===== src/rtl/motion_door_timer_pkg.sv =====
// motion_door_timer_pkg
//   Shared definitions for the door/motion timer: FSM phase encodings
//   (these are also the debug value driven on the 'phase' port), door
//   position encodings and the default tick counts at the 32 Hz clock.
package motion_door_timer_pkg;

    typedef enum logic [2:0] {
        PH_IDLE      = 3'b000,
        PH_OPENING   = 3'b001,
        PH_HOLD      = 3'b010,
        PH_CLOSING   = 3'b011,
        PH_RUN       = 3'b100,
        PH_WAIT_DROP = 3'b101
    } phase_e;

    typedef enum logic [1:0] {
        DOOR_CLOSED  = 2'b00,
        DOOR_OPENING = 2'b01,
        DOOR_OPEN    = 2'b10,
        DOOR_CLOSING = 2'b11
    } door_pos_e;

    localparam int DEF_TRAVEL_TICKS = 32;  // door fully open or fully closed
    localparam int DEF_HOLD_TICKS   = 96;  // door dwell while fully open
    localparam int DEF_RUN_TICKS    = 64;  // one floor of travel
    localparam int DEF_CNT_W        = 8;

endpackage


===== src/rtl/motion_door_timer_tick_downcounter.sv =====
// motion_door_timer_tick_downcounter
//   Loadable down-counter that times each door/motion phase. It saturates
//   at zero, so a decrement request while already at zero is harmless.
//
//   clk       in   system clock, rising edge
//   rst_n     in   asynchronous active-low reset (count -> 0)
//   clr       in   synchronous clear to 0 (highest priority)
//   load      in   load load_val this cycle
//   load_val  in   value to load (CNT_W bits)
//   dec       in   decrement by one unless already zero
//   count     out  current count
//   zero      out  count == 0
module motion_door_timer_tick_downcounter #(
    parameter int CNT_W = 8
) (
    input  logic             clk,
    input  logic             rst_n,
    input  logic             clr,
    input  logic             load,
    input  logic [CNT_W-1:0] load_val,
    input  logic             dec,
    output logic [CNT_W-1:0] count,
    output logic             zero
);

    assign zero = (count == '0);

    // NOTE: clocked state is always assigned with <= so every register
    // samples pre-edge values, independent of statement order.
    always_ff @(posedge clk or negedge rst_n) begin
        if (!rst_n) begin
            count <= '0;
        end else if (clr) begin
            count <= '0;
        end else if (load) begin
            count <= load_val;
        end else if (dec && !zero) begin
            count <= count - 1'b1;
        end
    end

endmodule


===== src/rtl/motion_door_timer.sv =====
// motion_door_timer
//   Responder side of the car-controller handshake. Times door cycles
//   (open, hold, close, with obstruction reversal and hold/close buttons)
//   and one-floor moves, and answers each with a one-cycle completion pulse.
//   The served request must then be dropped before a new one is accepted.
//
//   clk         in   32 Hz system clock, rising edge
//   rst_n       in   asynchronous active-low reset
//   switch      in   master switch; 0 forces idle synchronously
//   opendoor    in   door-cycle request level
//   mv2nxt      in   one-floor move request level
//   door_hold   in   open button, restarts the hold time
//   door_close  in   close button, ends the hold early
//   obstruct    in   door-edge sensor, reverses a closing door
//   endOpen     out  one-cycle pulse: door cycle done, door closed
//   endRun      out  one-cycle pulse: move done
//   door_pos    out  00 closed, 01 opening, 10 open, 11 closing
//   running     out  car in motion
//   phase       out  FSM state encoding (debug)
module motion_door_timer
    import motion_door_timer_pkg::*;
#(
    parameter int TRAVEL_TICKS = DEF_TRAVEL_TICKS,
    parameter int HOLD_TICKS   = DEF_HOLD_TICKS,
    parameter int RUN_TICKS    = DEF_RUN_TICKS,
    parameter int CNT_W        = DEF_CNT_W
) (
    input  logic       clk,
    input  logic       rst_n,
    input  logic       switch,
    input  logic       opendoor,
    input  logic       mv2nxt,
    input  logic       door_hold,
    input  logic       door_close,
    input  logic       obstruct,
    output logic       endOpen,
    output logic       endRun,
    output logic [1:0] door_pos,
    output logic       running,
    output logic [2:0] phase
);

    // Counter reload values: a phase of N ticks loads N-1.
    localparam logic [CNT_W-1:0] TRAVEL_LD = CNT_W'(TRAVEL_TICKS - 1);
    localparam logic [CNT_W-1:0] HOLD_LD   = CNT_W'(HOLD_TICKS - 1);
    localparam logic [CNT_W-1:0] RUN_LD    = CNT_W'(RUN_TICKS - 1);

    phase_e           state;
    door_pos_e        door_q;
    logic             served_run;   // which request WAIT_DROP waits on
    logic             cnt_clr;
    logic             cnt_load;
    logic             cnt_dec;
    logic [CNT_W-1:0] cnt_ld_val;
    logic [CNT_W-1:0] cnt;
    logic             cnt_zero;

    assign phase    = state;
    assign door_pos = door_q;

    motion_door_timer_tick_downcounter #(
        .CNT_W (CNT_W)
    ) u_cnt (
        .clk      (clk),
        .rst_n    (rst_n),
        .clr      (cnt_clr),
        .load     (cnt_load),
        .load_val (cnt_ld_val),
        .dec      (cnt_dec),
        .count    (cnt),
        .zero     (cnt_zero)
    );

    // Counter control, mirroring the transitions taken in the FSM below.
    // NOTE: every always_comb output gets a default first, so no path can
    // leave a signal unassigned and infer a latch.
    always_comb begin
        cnt_clr    = !switch;
        cnt_load   = 1'b0;
        cnt_dec    = 1'b0;
        cnt_ld_val = '0;
        if (switch) begin
            unique case (state)
                PH_IDLE: begin
                    if (opendoor) begin
                        cnt_load   = 1'b1;
                        cnt_ld_val = TRAVEL_LD;
                    end else if (mv2nxt) begin
                        cnt_load   = 1'b1;
                        cnt_ld_val = RUN_LD;
                    end
                end
                PH_OPENING: begin
                    if (cnt_zero) begin
                        cnt_load   = 1'b1;
                        cnt_ld_val = HOLD_LD;
                    end else begin
                        cnt_dec = 1'b1;
                    end
                end
                PH_HOLD: begin
                    if (door_hold) begin
                        cnt_load   = 1'b1;
                        cnt_ld_val = HOLD_LD;
                    end else if (door_close || cnt_zero) begin
                        cnt_load   = 1'b1;
                        cnt_ld_val = TRAVEL_LD;
                    end else begin
                        cnt_dec = 1'b1;
                    end
                end
                PH_CLOSING: begin
                    // Reopen only as far as the door has already closed.
                    if (obstruct) begin
                        cnt_load   = 1'b1;
                        cnt_ld_val = TRAVEL_LD - cnt;
                    end else begin
                        cnt_dec = 1'b1;
                    end
                end
                PH_RUN: begin
                    cnt_dec = 1'b1;
                end
                default: ;
            endcase
        end
    end

    always_ff @(posedge clk or negedge rst_n) begin
        if (!rst_n) begin
            state      <= PH_IDLE;
            door_q     <= DOOR_CLOSED;
            served_run <= 1'b0;
            endOpen    <= 1'b0;
            endRun     <= 1'b0;
            running    <= 1'b0;
        end else if (!switch) begin
            state      <= PH_IDLE;
            door_q     <= DOOR_CLOSED;
            served_run <= 1'b0;
            endOpen    <= 1'b0;
            endRun     <= 1'b0;
            running    <= 1'b0;
        end else begin
            endOpen <= 1'b0;
            endRun  <= 1'b0;
            unique case (state)
                PH_IDLE: begin
                    // Door request wins: the car only moves with the door shut.
                    if (opendoor) begin
                        state  <= PH_OPENING;
                        door_q <= DOOR_OPENING;
                    end else if (mv2nxt) begin
                        state   <= PH_RUN;
                        running <= 1'b1;
                    end
                end
                PH_OPENING: begin
                    if (cnt_zero) begin
                        state  <= PH_HOLD;
                        door_q <= DOOR_OPEN;
                    end
                end
                PH_HOLD: begin
                    if (!door_hold && (door_close || cnt_zero)) begin
                        state  <= PH_CLOSING;
                        door_q <= DOOR_CLOSING;
                    end
                end
                PH_CLOSING: begin
                    if (obstruct) begin
                        state  <= PH_OPENING;
                        door_q <= DOOR_OPENING;
                    end else if (cnt_zero) begin
                        state      <= PH_WAIT_DROP;
                        door_q     <= DOOR_CLOSED;
                        served_run <= 1'b0;
                        endOpen    <= 1'b1;
                    end
                end
                PH_RUN: begin
                    if (cnt_zero) begin
                        state      <= PH_WAIT_DROP;
                        running    <= 1'b0;
                        served_run <= 1'b1;
                        endRun     <= 1'b1;
                    end
                end
                PH_WAIT_DROP: begin
                    // Hold off until the served request is withdrawn so the
                    // controller cannot see a second completion pulse.
                    if (served_run ? !mv2nxt : !opendoor) begin
                        state <= PH_IDLE;
                    end
                end
                default: begin
                    state <= PH_IDLE;
                end
            endcase
        end
    end

endmodule

===== config.mk =====
export PLATFORM = sky130hd
export DESIGN_NAME = motion_door_timer
export DESIGN_NICKNAME = d
export VERILOG_FILES = /design/src/rtl/motion_door_timer_pkg.sv /design/src/rtl/motion_door_timer_tick_downcounter.sv /design/src/rtl/motion_door_timer.sv
export SDC_FILE = /design/constraint.sdc
export NUM_CORES = 1
export LEC_CHECK = 0
export CAP_MARGIN = 20
export CORE_ASPECT_RATIO = 1.75
export CORE_MARGIN = 8
export CORE_UTILIZATION = 55
export DETAILED_ROUTE_END_ITERATION = 10
export GPL_TIMING_DRIVEN = 0
export HOLD_SLACK_MARGIN = 0.08
export PLACE_DENSITY = 0.8
export SKIP_CTS_REPAIR_TIMING = 1
export SYNTH_ARGS = -nofsm -noshare
export SYNTH_HDL_FRONTEND = slang
export SYNTH_SLANG_ARGS = --single-unit

===== constraint.sdc =====
create_clock -name clk -period 2.9 [get_ports clk]
set_clock_uncertainty 0.15 [all_clocks]
set_input_delay 0.58 -clock clk [delete_from_list [all_inputs] [get_ports clk]]
set_output_delay 0.58 -clock clk [all_outputs]
set_load 0.05 [all_outputs]

==> impl_results.md <==
* Status: completed
* Fill count at 205
* Overflow after GRT at 0
* Gr usage total at 0.197
* Die area at 0.00443 sq mm
* Area of the core at 0.00243 sq mm
* LEAKAGE at 0.625 nW
* R2R cell count at 7
* Synth Cell Area at 0.00138 sq mm
* Port bufs at 15
* Seq/Total Area, Yosys at 0.308
* Setup violators final at 0
* Total Power at 1.77 mW
* 1st-pass router iterations at 4
* Final core utilization at 0.665
* DP Worst Slack at -141 ps
* Hold Vio Cnt, Final at 0
* Reg-to-Reg Start: u_cnt.count[0]
* CP Capture Type: flip-flop
* Num CTS Buffers at 3
* I/O pin count at 16
* Synth top area share at 0.308
* CTS tree: done
* Final net count at 199
* Area of the multi-input gates at 897 sq um
* Slew HR at 0.451
* Kind of critical path: input port to flip-flop
* Final Routed Wirelength at 4100 microns
* Routability-driven placement congestion ratio at 0.927
* Ys async rst share at 1.00
* Clk buf depth at 2
* Layout cells sized above 1 at 0.0749
* Worst setup margin at 198 ps
* End point of the critical path: u_cnt.count[1]
* Crit path max fanout at 4
* Most frequent cells in the layout: dfrtp_1, nand2_1, clkdlybuf4s50_1, nor2_1, a21oi_1
* Synth area leader: dfrtp_1
* Initial antenna violation count at 0
* Register-to-Register Setup Slack at 260 ps
* Post-synth cell types at 55
* Crit start category: input port
* Inst Count DP at 209
* Crit. Startpoint: door_close
* Layout Cells excl Fill at 213
* Vias per cell at 7.00
* Worst-margin pin slew at 821 ps
* Avg Cell Area, Syn at 8.22 sq um
* Total number of vias at 1492
* Die height at 82.3 microns
* Worst hold path class: flip-flop to flip-flop
* DR iter-0 viols at 122
* Pwr/cell area at 1090 mW/mm^2
* Row cnt at 24
* RSZ-0062 raised after global routing: false
* Max_cap viols at 0
* Clk Latency, worst-skew pair at 260 ps
* First-pass GRT wire length at 6720 microns
* Vias in the first global route at 1479
* Syn_nets at 179
* Drt drc at 0
* Die width at 53.9 microns
* Post-synth EDFFs at 0
* Fmax achieved at 0.370 GHz
* Mapped Cells at 168
* Synth warn at 0
* Layout area overhead at 17.1%
* Register Area at 425 sq um
* Synth Register Bits at 17
* Diode count at 0
* Root buf cell: clkbuf_8
* Pin count of the biggest net entering global routing at 18
* Max Slew Vio Count at 0
* Period minus WS final at 2700 ps
* Ys flop type: dfrtp_1
* HPWL after DPL at 3100 microns
* Maximum vdd drop at 0.617 mV
* Initial Util at 0.568
* Critical Path RT at 2910 ps
* Synth top area cells: dfrtp_1, a21oi_1, nand2_1
* Tcrit/Tclk final at 0.932
* Routed length per instance at 19.2 microns
* Clock slew seen by the registers of the worst setup and hold paths at 70 ps
* H-Tree Level Count at 1
* CTS Sinks at 17
* Most common cell after layout, fill and taps aside: dfrtp_1
* Antenna viol nets, final at 0
* R2R Path End: u_cnt.count[5]
* CP arrival at 2710 ps
==> sequential cells by signal, summed over array words and instances, names as in the netlist <==
| register | count |
|---|---|
| door_pos | 2 |
| endOpen | 1 |
| endRun | 1 |
| phase | 3 |
| running | 1 |
| served_run | 1 |
| u_cnt.count | 8 |
==> worst max-delay path: stages <==
cell,delay (ps)
clkdlybuf4s50_1,480
nor4b_1,400
o21ai_0,310
a21oi_2,330
mux2_2,370
a221oi_1,250
==> synthesized netlist by cell type, drive strengths merged, types with 2 or more instances <==
library cell / count
a2111oi: 4
a211o: 2
a211oi: 4
a21o: 2
a21oi: 13
a221oi: 2
a22oi: 2
and3: 2
clkbuf: 7
dfrtp: 17
ha: 3
inv: 9
mux2: 2
mux2i: 5
nand2: 15
nand2b: 5
nand3: 3
nor2: 14
nor2b: 4
nor3: 4
nor4: 3
nor4b: 3
o211a: 2
o211ai: 3
o21ai: 12
o22ai: 2
or4: 2
==> metal layers <==
metal	global-route usage	part of all wire	vias to the layer above
met5	0	0	-
met4	0.127	0.048	0
met2	0.338	0.53	91
met3	0.0251	0.063	22
li1	-	-	682
met1	0.216	0.36	697
==> how the worst min path moves through the flow <==
stage / from / end / slack, ps / cells after the start
2_1_floorplan: rst_n / door_pos[0] / 130 / 0
3_5_place_dp: u_cnt.count[1] / u_cnt.count[1] / 360 / 1
5_1_grt: u_cnt.count[1] / u_cnt.count[1] / 390 / 1
6_report: u_cnt.count[1] / u_cnt.count[1] / 380 / 1
3_3_place_gp: door_pos[0] / door_pos[0] / 360 / 2
4_1_cts: u_cnt.count[1] / u_cnt.count[1] / 370 / 1
==> power by group <==
| group | leakage, nW | switching (mW) | internal [mW] | total (mW) |
|---|---|---|---|---|
| clock network | 0.0228 | 0.0844 | 0.0978 | 0.182 |
| registers | 0.226 | 0.0983 | 0.310 | 0.408 |
| logic | 0.377 | 0.724 | 0.457 | 1.18 |
| total | 0.625 | 0.906 | 0.864 | 1.77 |
==> stage by stage <==
step           hold slack [ps]  setup TNS, ps  area [sq um]
2_1_floorplan              134              0          1380
5_1_grt                    388              0          1620
6_report                   378              0          1620
4_1_cts                    369              0          1610
3_5_place_dp               361           -223          1560
3_3_place_gp               359           -219          1560
==> kinds of logic after synthesis <==
family / count (synthesis) / share of synthesized area
AO/OA/AOI/OAI: 60 / 0.313
buffers and inverters: 17 / 0.0489
AND/OR/NAND/NOR: 63 / 0.245
multiplexers: 7 / 0.0525
XOR/XNOR: 1 / 0.00634
flip-flops: 17 / 0.308
adder cells (fa/ha/maj): 3 / 0.0272
==> final cells by class <==
type,instances,area share
multi-input cells,134,0.555
flip-flops and latches,17,0.263
repair buffers,15,0.0928
clock buffers,4,0.0278
plain buffers,8,0.0209
inverters,9,0.0209
well taps,26,0.0201
Note: power is estimated with default switching activity, not from simulation.
